<file path="src/rtl/prog_loader_pkg.sv">
// Shared types and constants for the serial program loader.
// PROG_LOADER_CSUM_EN adds the CSUM state to the loader state set.
package prog_loader_pkg;

    typedef enum logic [2:0] {
        IDLE = 3'd0,
        LEN  = 3'd1,
        DATA = 3'd2,
`ifdef PROG_LOADER_CSUM_EN
        CSUM = 3'd3,
`endif
        DONE = 3'd4,
        ERR  = 3'd5
    } loader_state_t;

    localparam logic [7:0]  SYNC_BYTE = 8'hA5;
    localparam logic [31:0] NOP_INSTR = 32'hE1A00000;

    // A length byte is usable only if it names 1..depth words.
    function automatic logic len_in_range(input logic [7:0] len, input int unsigned depth);
        return (len != 8'd0) && ({1'b0, len} <= 9'(depth));
    endfunction

endpackage

</file>
<file path="src/rtl/prog_loader_instr_ram.sv">
// Instruction store: one synchronous write port, one asynchronous read port.
// Contents are deliberately not reset.
module instr_ram #(
    parameter int unsigned DEPTH = 64,
    parameter int unsigned AW    = $clog2(DEPTH)
) (
    input  logic          clk,
    input  logic          we,
    input  logic [AW-1:0] waddr,
    input  logic [31:0]   wdata,
    input  logic [AW-1:0] raddr,
    output logic [31:0]   rdata
);

    logic [31:0] mem [DEPTH];

    always_ff @(posedge clk) begin
        if (we) begin
            mem[waddr] <= wdata;
        end
    end

    assign rdata = mem[raddr];

endmodule

</file>
<file path="src/rtl/prog_loader.sv">
// Serial program loader: SYNC, length, little-endian words, optional checksum.
// Define PROG_LOADER_CSUM_EN to enable the trailing checksum byte.
module prog_loader
    import prog_loader_pkg::*;
#(
    parameter int unsigned DEPTH = 64
) (
    input  logic        clk,
    input  logic        reset,
    input  logic [7:0]  rx_data,
    input  logic        rx_valid,
    input  logic [31:0] PC,
    output logic [31:0] Instruction,
    output logic        cpu_reset,
    output logic        loaded,
    output logic        load_error,
    output logic [7:0]  word_count
);

    localparam int unsigned AW = $clog2(DEPTH);

    loader_state_t state, next_state;

    logic [7:0]  n_words;
    logic [1:0]  byte_idx;
    logic [23:0] pack;
`ifdef PROG_LOADER_CSUM_EN
    logic [7:0]  csum;
`endif

    logic        word_done;
    logic        last_word;
    logic [31:0] ram_rdata;
    logic        pc_unused;

    assign word_done = (state == DATA) && rx_valid && (byte_idx == 2'd3);
    assign last_word = (({1'b0, word_count} + 9'd1) == {1'b0, n_words});

    always_ff @(posedge clk or negedge reset) begin
        if (!reset) begin
            state <= IDLE;
        end else begin
            state <= next_state;
        end
    end

    always_comb begin
        next_state = state;
        if (rx_valid) begin
            case (state)
                IDLE: begin
                    if (rx_data == SYNC_BYTE) next_state = LEN;
                end
                LEN: begin
                    next_state = len_in_range(rx_data, DEPTH) ? DATA : ERR;
                end
                DATA: begin
                    if (word_done && last_word) begin
`ifdef PROG_LOADER_CSUM_EN
                        next_state = CSUM;
`else
                        next_state = DONE;
`endif
                    end
                end
`ifdef PROG_LOADER_CSUM_EN
                CSUM: begin
                    next_state = (rx_data == csum) ? DONE : ERR;
                end
`endif
                DONE, ERR: begin
                    if (rx_data == SYNC_BYTE) next_state = LEN;
                end
                default: next_state = IDLE;
            endcase
        end
    end

    // Packer, counters and checksum advance only on accepted bytes.
    always_ff @(posedge clk or negedge reset) begin
        if (!reset) begin
            n_words    <= '0;
            byte_idx   <= '0;
            pack       <= '0;
            word_count <= '0;
            load_error <= 1'b0;
`ifdef PROG_LOADER_CSUM_EN
            csum       <= '0;
`endif
        end else begin
            if (rx_valid) begin
                case (state)
                    LEN: begin
                        n_words    <= rx_data;
                        word_count <= '0;
                        byte_idx   <= '0;
`ifdef PROG_LOADER_CSUM_EN
                        csum       <= '0;
`endif
                    end
                    DATA: begin
                        byte_idx <= byte_idx + 2'd1;
                        pack     <= {rx_data, pack[23:8]};
`ifdef PROG_LOADER_CSUM_EN
                        csum     <= csum + rx_data;
`endif
                        if (byte_idx == 2'd3) begin
                            word_count <= word_count + 8'd1;
                        end
                    end
                    default: ;
                endcase
            end
            if (state != LEN && next_state == LEN) begin
                load_error <= 1'b0;
            end else if (state != ERR && next_state == ERR) begin
                load_error <= 1'b1;
            end
        end
    end

    instr_ram #(
        .DEPTH (DEPTH),
        .AW    (AW)
    ) u_ram (
        .clk   (clk),
        .we    (word_done),
        .waddr (word_count[AW-1:0]),
        .wdata ({rx_data, pack}),
        .raddr (PC[AW+1:2]),
        .rdata (ram_rdata)
    );

    assign pc_unused   = ^PC[1:0];
    assign Instruction = (PC[31:AW+2] != '0) ? NOP_INSTR : ram_rdata;
    assign cpu_reset   = (state != DONE);
    assign loaded      = (state == DONE);

endmodule

</file>
<file path="config.mk">
export PLATFORM = sky130hd
export DESIGN_NAME = prog_loader
export DESIGN_NICKNAME = d
export VERILOG_FILES = /design/src/rtl/prog_loader_pkg.sv /design/src/rtl/prog_loader_instr_ram.sv /design/src/rtl/prog_loader.sv
export SDC_FILE = /design/constraint.sdc
export NUM_CORES = 2
export LEC_CHECK = 0
export ABC_AREA = 0
export CORE_ASPECT_RATIO = 1.75
export CORE_UTILIZATION = 45
export CTS_BUF_LIST = sky130_fd_sc_hd__clkbuf_8
export CTS_CLUSTER_DIAMETER = 100
export DETAILED_ROUTE_END_ITERATION = 7
export GPL_TIMING_DRIVEN = 0
export PLACE_DENSITY_LB_ADDON = 0.05
export SYNTH_ARGS = -nofsm -noshare
export SYNTH_HDL_FRONTEND = slang
export SYNTH_HIERARCHICAL = 1
export SYNTH_SLANG_ARGS = --single-unit
</file>
<file path="constraint.sdc">
create_clock -name clk -period 5.97 [get_ports clk]
set_clock_uncertainty 0.1 [all_clocks]
set_input_delay 1.194 -clock clk [delete_from_list [all_inputs] [get_ports clk]]
set_output_delay 1.194 -clock clk [all_outputs]
set_load 0.02 [all_outputs]
</file>
### Word-level counts from Yosys, hierarchy flattened

Memories as Yosys holds them, arrays and structs flattened.
Cells that the tools add are included.

* memory bits (read-only): 0
* memories: 1
* output and inout bits: 43
* bits in latches: 0
* memory bits (writable): 2048
* word-level logic and storage cells: 53
* register bits: 46
* input bits: 43

Memory list
* u_ram.mem: depth 64, width 32, read ports 1, clocked after Yosys merged registers in 0, wr ports 1, line prog_loader_instr_ram.sv:15 `logic [31:0] mem [DEPTH];`

* $mul: 0
* order comparisons: 1
* add/sub/neg operators: 3
* divide/modulo/power cells: 0
* shift-type cells: 0
* reduce and logical (&&, ||, !) cells: 16
* bitwise logic cells: 0
* eq/ne operators: 13
* multiplexer cells: 13

Operators with widths (count)
* $mux 32: 1
* $reduce_bool 24->1: 1
* $pmux 8 s2: 1
* $mux 3: 4
* $add 8x1->9 const B: 1
* $eq 3x3->1 const B: 3
* $eq 9x8->1: 1
* $pmux 3 s3: 1
* $add 8x1->8 const B: 1
* $eq 8x8->1 const B: 1
* $le 8x7->1 const B: 1
* $mux 8: 1
* $reduce_bool 8->1: 1
* $eq 3x1->1 const B: 2
* $logic_and 1x1->1: 6
* $ne 3x3->1 const B: 2
* $reduce_and 2->1: 3
* $mux 1: 4
* $pmux 2 s2: 1
* $reduce_bool 2->1: 2
* $eq 3x2->1 const B: 1
* $logic_not 3->1: 1
* $ne 3x1->1 const B: 1
* $reduce_and 3->1: 1
* 4 further kinds: 4

### Logic depth before layout (Yosys ltp)

* depth after elaboration: 11
* depth in mapped cells: 11
* mapped depth without buffers: 6

### By module

The synthesis kept the hierarchy.

By module, submodules not included
* instr_ram: sequential area each 61499.0 µm², cells each 3292, area each 77874.7 µm², instances 1
* prog_loader: sequential area each 1151.1 µm², cells each 242, area each 2523.7 µm², instances 1

### Worst setup path before layout

Ideal clock, no wire load.

* kind: input -> register
* start: input rx_valid
* end: memory u_ram.mem[49][0] (enable)
* data arrival time: 4.259 ns
* cell stages on the path: 7
* slack: 1.150 ns
* buffers on the path: 1
* required time: 5.409 ns
* library setup time: 0.461 ns
* path through: and4bb_1 -> buf_6 -> nand2_8 -> clkinv_8 -> nor2b_1 -> nand4_1 -> nor3_1

* longest elaborated chain between the ends: 4

Ends and longest elaborated chain
* start: declaration: line prog_loader.sv:11 `input logic rx_valid,`
* $logic_and 1x1->1 (2 in a row): line prog_loader.sv:36 `assign word_done = (state == DATA) && rx_valid && (byte_idx == 2'd3);`
* via word_done: line prog_loader.sv:31 `logic word_done;`
* $mux 1: line prog_loader_instr_ram.sv:18 `if (we) begin`
* $mux 1 (not written as such): line prog_loader_instr_ram.sv:19 `mem[waddr] <= wdata;`
* end: declaration: line prog_loader_instr_ram.sv:15

The timed path passes the listed nets, and every way through them passes these cells.

### Final worst setup path

* start: input PC[3]
* end: output Instruction[12]

* longest elaborated chain between the ends: 2

Ends and longest elaborated chain
* start: declaration: line prog_loader.sv:12 `input logic [31:0] PC,`
* $mem_v2 64x32
* via ram_rdata[12]: line prog_loader.sv:33 `logic [31:0] ram_rdata;`
* $mux 32: line prog_loader.sv:135 `assign Instruction = (PC[31:AW+2] != '0) ? NOP_INSTR : ram_rdata;`
* end: declaration: line prog_loader.sv:13 `output logic [31:0] Instruction,`

The timed path passes the listed nets, and every way through them passes these cells.

==> flow_summary.json <==
{
  "grt_pass1_vias": 42761,
  "vias": 41171,
  "synth_cells": 3534,
  "hold_buffers": 0,
  "multi_input_area_um2": 17600,
  "drive_gt1_frac": 0.323,
  "syn_area_um2": 80400,
  "synth_top_cell_by_area": "edfxtp_1",
  "drc": 0,
  "slew_headroom": 0.0731,
  "worstPathArrival_ns": 4.78,
  "num_rows": 204,
  "ys.flop_type": "edfxtp_1",
  "drt_iter0_drc": 4773,
  "yosys.cell_types.count": 59,
  "nFillCells": 13847,
  "ys_seq_area_frac": 0.779,
  "numPortBuffers": 80,
  "max_stage_delay_ns": 0.57,
  "worstPathRequired_ns": 4.68,
  "ios": 86,
  "ys_seq_elements": 2094,
  "grt_remaining_overflow": 0,
  "r2r-end": "u_ram/mem[39][25]",
  "synth_edf_count": 2048,
  "cpMaxStageDelayCell": "mux4_2",
  "cpMostUsedCell": "mux4_2",
  "yosysWarningCount": 6,
  "seqCellArea_um2": 62700,
  "r2r_slack_ns": 2.10,
  "ctsLongestPathBuffers": 4,
  "initial_core_util": 0.455,
  "crit_fanout": 10,
  "yosysMostFrequentCell": "edfxtp_1",
  "area_growth_pct": 15.5,
  "setup_tns_ns": -0.317,
  "routed_via_density": 6.21,
  "drv_cap": 0,
  "period_needed_ns": 6.08,
  "place.gp.congestion": 0.943,
  "antenna_found_initial": 15,
  "setup_violations": 7,
  "end_kind": "primary output",
  "finalWirelength_um": 267000,
  "drv_slew": 0,
  "outcome": "complete, but fails checks",
  "clock-root-buffer": "clkbuf_8",
  "synth.avg_cell_area_um2": 22.7,
  "cts_tree": "built",
  "finalHoldViolCount": 0,
  "critical_path_class": "in -> out",
  "ys_async_sr_fraction": 0.0220,
  "grt_pass1_wl_um": 356000,
  "hold_path_class": "in -> async",
  "r2r-start": "state[2]",
  "clkLatencyLatePin_ns": 0.91,
  "p_per_area_nw_per_um2": 298,
  "die_x_um": 322,
  "peakVddDrop_mv": 0.146,
  "htreeDepth": 5,
  "synthTopCellsByArea": "edfxtp_1 (76%), mux4_2 (15%), dfrtp_1 (1.4%), mux2i_1 (1.2%), nor2_1 (0.70%)",
  "place_area_um2": 86800,
  "clk_pin_slew_ns": 0.07,
  "grt_max_degree": 69,
  "clock-sinks": 2094,
  "dr.pass1.iters": 5,
  "cp-start-kind": "primary input",
  "clock.fmax_mhz": 165,
  "synth_top_area_frac": 0.765,
  "core-area_um2": 177000,
  "grt_setup_unrepaired": "false",
  "synthesis.nets": 3579,
  "setup_ws_ns": -0.108,
  "numCtsBuffers": 304,
  "grtUsageTotal": 0.299,
  "worst_r2r_path_depth": 7,
  "final.period_utilization": 1.02,
  "fin_area_um2": 92900,
  "violations": "negative setup slack",
  "die-area_um2": 180000,
  "detail_route.wl_per_cell_um": 40.3,
  "die-height_um": 561,
  "p_leak_nw": 27.8,
  "critical_path.cell_chain": "buf_4 > clkbuf_1 > buf_2 > mux4_2 > mux4_2 > o22ai_1 > nor2_1 > and2_1 > clkdlybuf4s50_1",
  "dp_hpwl_um": 181000,
  "ys_top_cells_by_count": "edfxtp_1 (2048), mux4_2 (544), nor2_1 (151), mux2i_1 (94), o22ai_1 (86)",
  "fin_util": 0.525,
  "worst_pin_slew_ns": 1.39,
  "nets": 4071,
  "antenna_left": 0
}
[worst max-delay path, delay by kind of cell]
family | cells | cell delay, ns
buf+inv | 4 | 1.64
compound gates | 1 | 0.45
mux | 2 | 1.00
simple gates | 2 | 0.45
[power breakdown]
| part | switching [mW] | internal (mW) |
|---|---|---|
| sequential | 0.0130 | 16.0 |
| clock | 5.41 | 5.15 |
| combinational | 0.804 | 0.377 |
[cell type report]
type                    count  share of cell area
well taps                2369              0.0319
clock buffers             315              0.0467
plain buffers             184              0.0131
repair buffers            193              0.0321
flip-flops and latches   2094               0.675
clock inverters           206              0.0111
multi-input cells        1239               0.189
diodes                     15            0.000404
inverters                  10            0.000539
[registers in the layout, summed over array words and instances, names as in the netlist]
| register | cells |
|---|---|
| u_ram/mem | 2048 |
| pack | 24 |
| n_words | 8 |
| word_count | 8 |
| state | 3 |
| byte_idx | 2 |
| load_error | 1 |
[cells by family (layout without fill, tap and decap cells)]
| family | Yosys count | after routing | synth area share |
|---|---|---|---|
| AOI/OAI and AO/OA | 237 | 237 | 0.0194 |
| xor gates and xnor gates | 8 | 8 | 0.000872 |
| adders and majority gates | 2 | 2 | 0.000311 |
| buffers and inverters | 201 | 908 | 0.0122 |
| DFF | 2094 | 2094 | 0.779 |
| muxes | 670 | 670 | 0.169 |
| other | 0 | 15 | 0 |
| and+or+nand+nor | 322 | 322 | 0.0194 |
[worst max-delay path by stage]
stage               startpoint                 to  slack (ns)  depth (start not counted)
CTS                      PC[3]    Instruction[30]       -0.02                         11
detailed placement       PC[3]    Instruction[30]       -1.81                         11
finish                   PC[3]    Instruction[12]       -0.11                          9
floorplan             rx_valid   u_ram/mem[49][0]        1.15                          7
global route             PC[3]    Instruction[13]       0.006                          9
global placement      rx_valid  u_ram/mem[49][15]       -3.23                          8
[metal layers]
layer | GRT usage | vias to the layer above | wire length [um]
met5 | 0 | - | 13
met4 | 0.191 | 2 | 19600
met3 | 0.0503 | 581 | 17400
met2 | 0.528 | 2026 | 141000
met1 | 0.333 | 22494 | 89400
li1 | - | 16068 | -
[through the flow]
step | power [mW] | setup WS [ns] | hold WS, ns | instances
after CTS | 27.9 | -0.0169 | 0.0867 | 6610
after detailed placement | 17.4 | -1.81 | 0.422 | 6091
after global routing | 28.5 | 0.00598 | 0.130 | 6612
after global placement | 17.4 | -3.23 | 0.418 | 5983
after floorplan | 16.8 | 1.15 | 0.401 | 3534
final | 27.7 | -0.108 | 0.135 | 6625
[placed cells by master (no fill, tap or decap), drive strengths merged, types with 5 or more instances in the layout]
cell	Yosys	final
nand2	43	43
nand3	13	13
bufinv	0	6
nand4	5	5
clkinv	1	92
nor4	7	7
nand3b	6	6
o221ai	28	28
a311oi	9	9
a21oi	66	66
inv	9	112
or3b	5	5
a22oi	12	12
xor2	5	5
diode	0	15
buf	111	227
or3	13	13
o22ai	86	86
edfxtp	2048	2048
nor3	7	7
clkinvlp	0	6
mux2	32	32
clkdlybuf4s50	0	69
mux4	544	544
dfrtp	46	46
and3	5	5
nand2b	12	12
and2	29	29
o21ai	12	12
nor2b	17	17
nor2	151	151
mux2i	94	94
clkbuf	80	391
[what timing repair did]
action | 4_1_cts | 5_1_grt
buffers inserted | 5 | 0
pin swaps | 3 | 0
endpoints found under the setup margin | 32 | 29
resized for setup | 193 | 39
No activity file was read; power rests on OpenSTA's default activity.
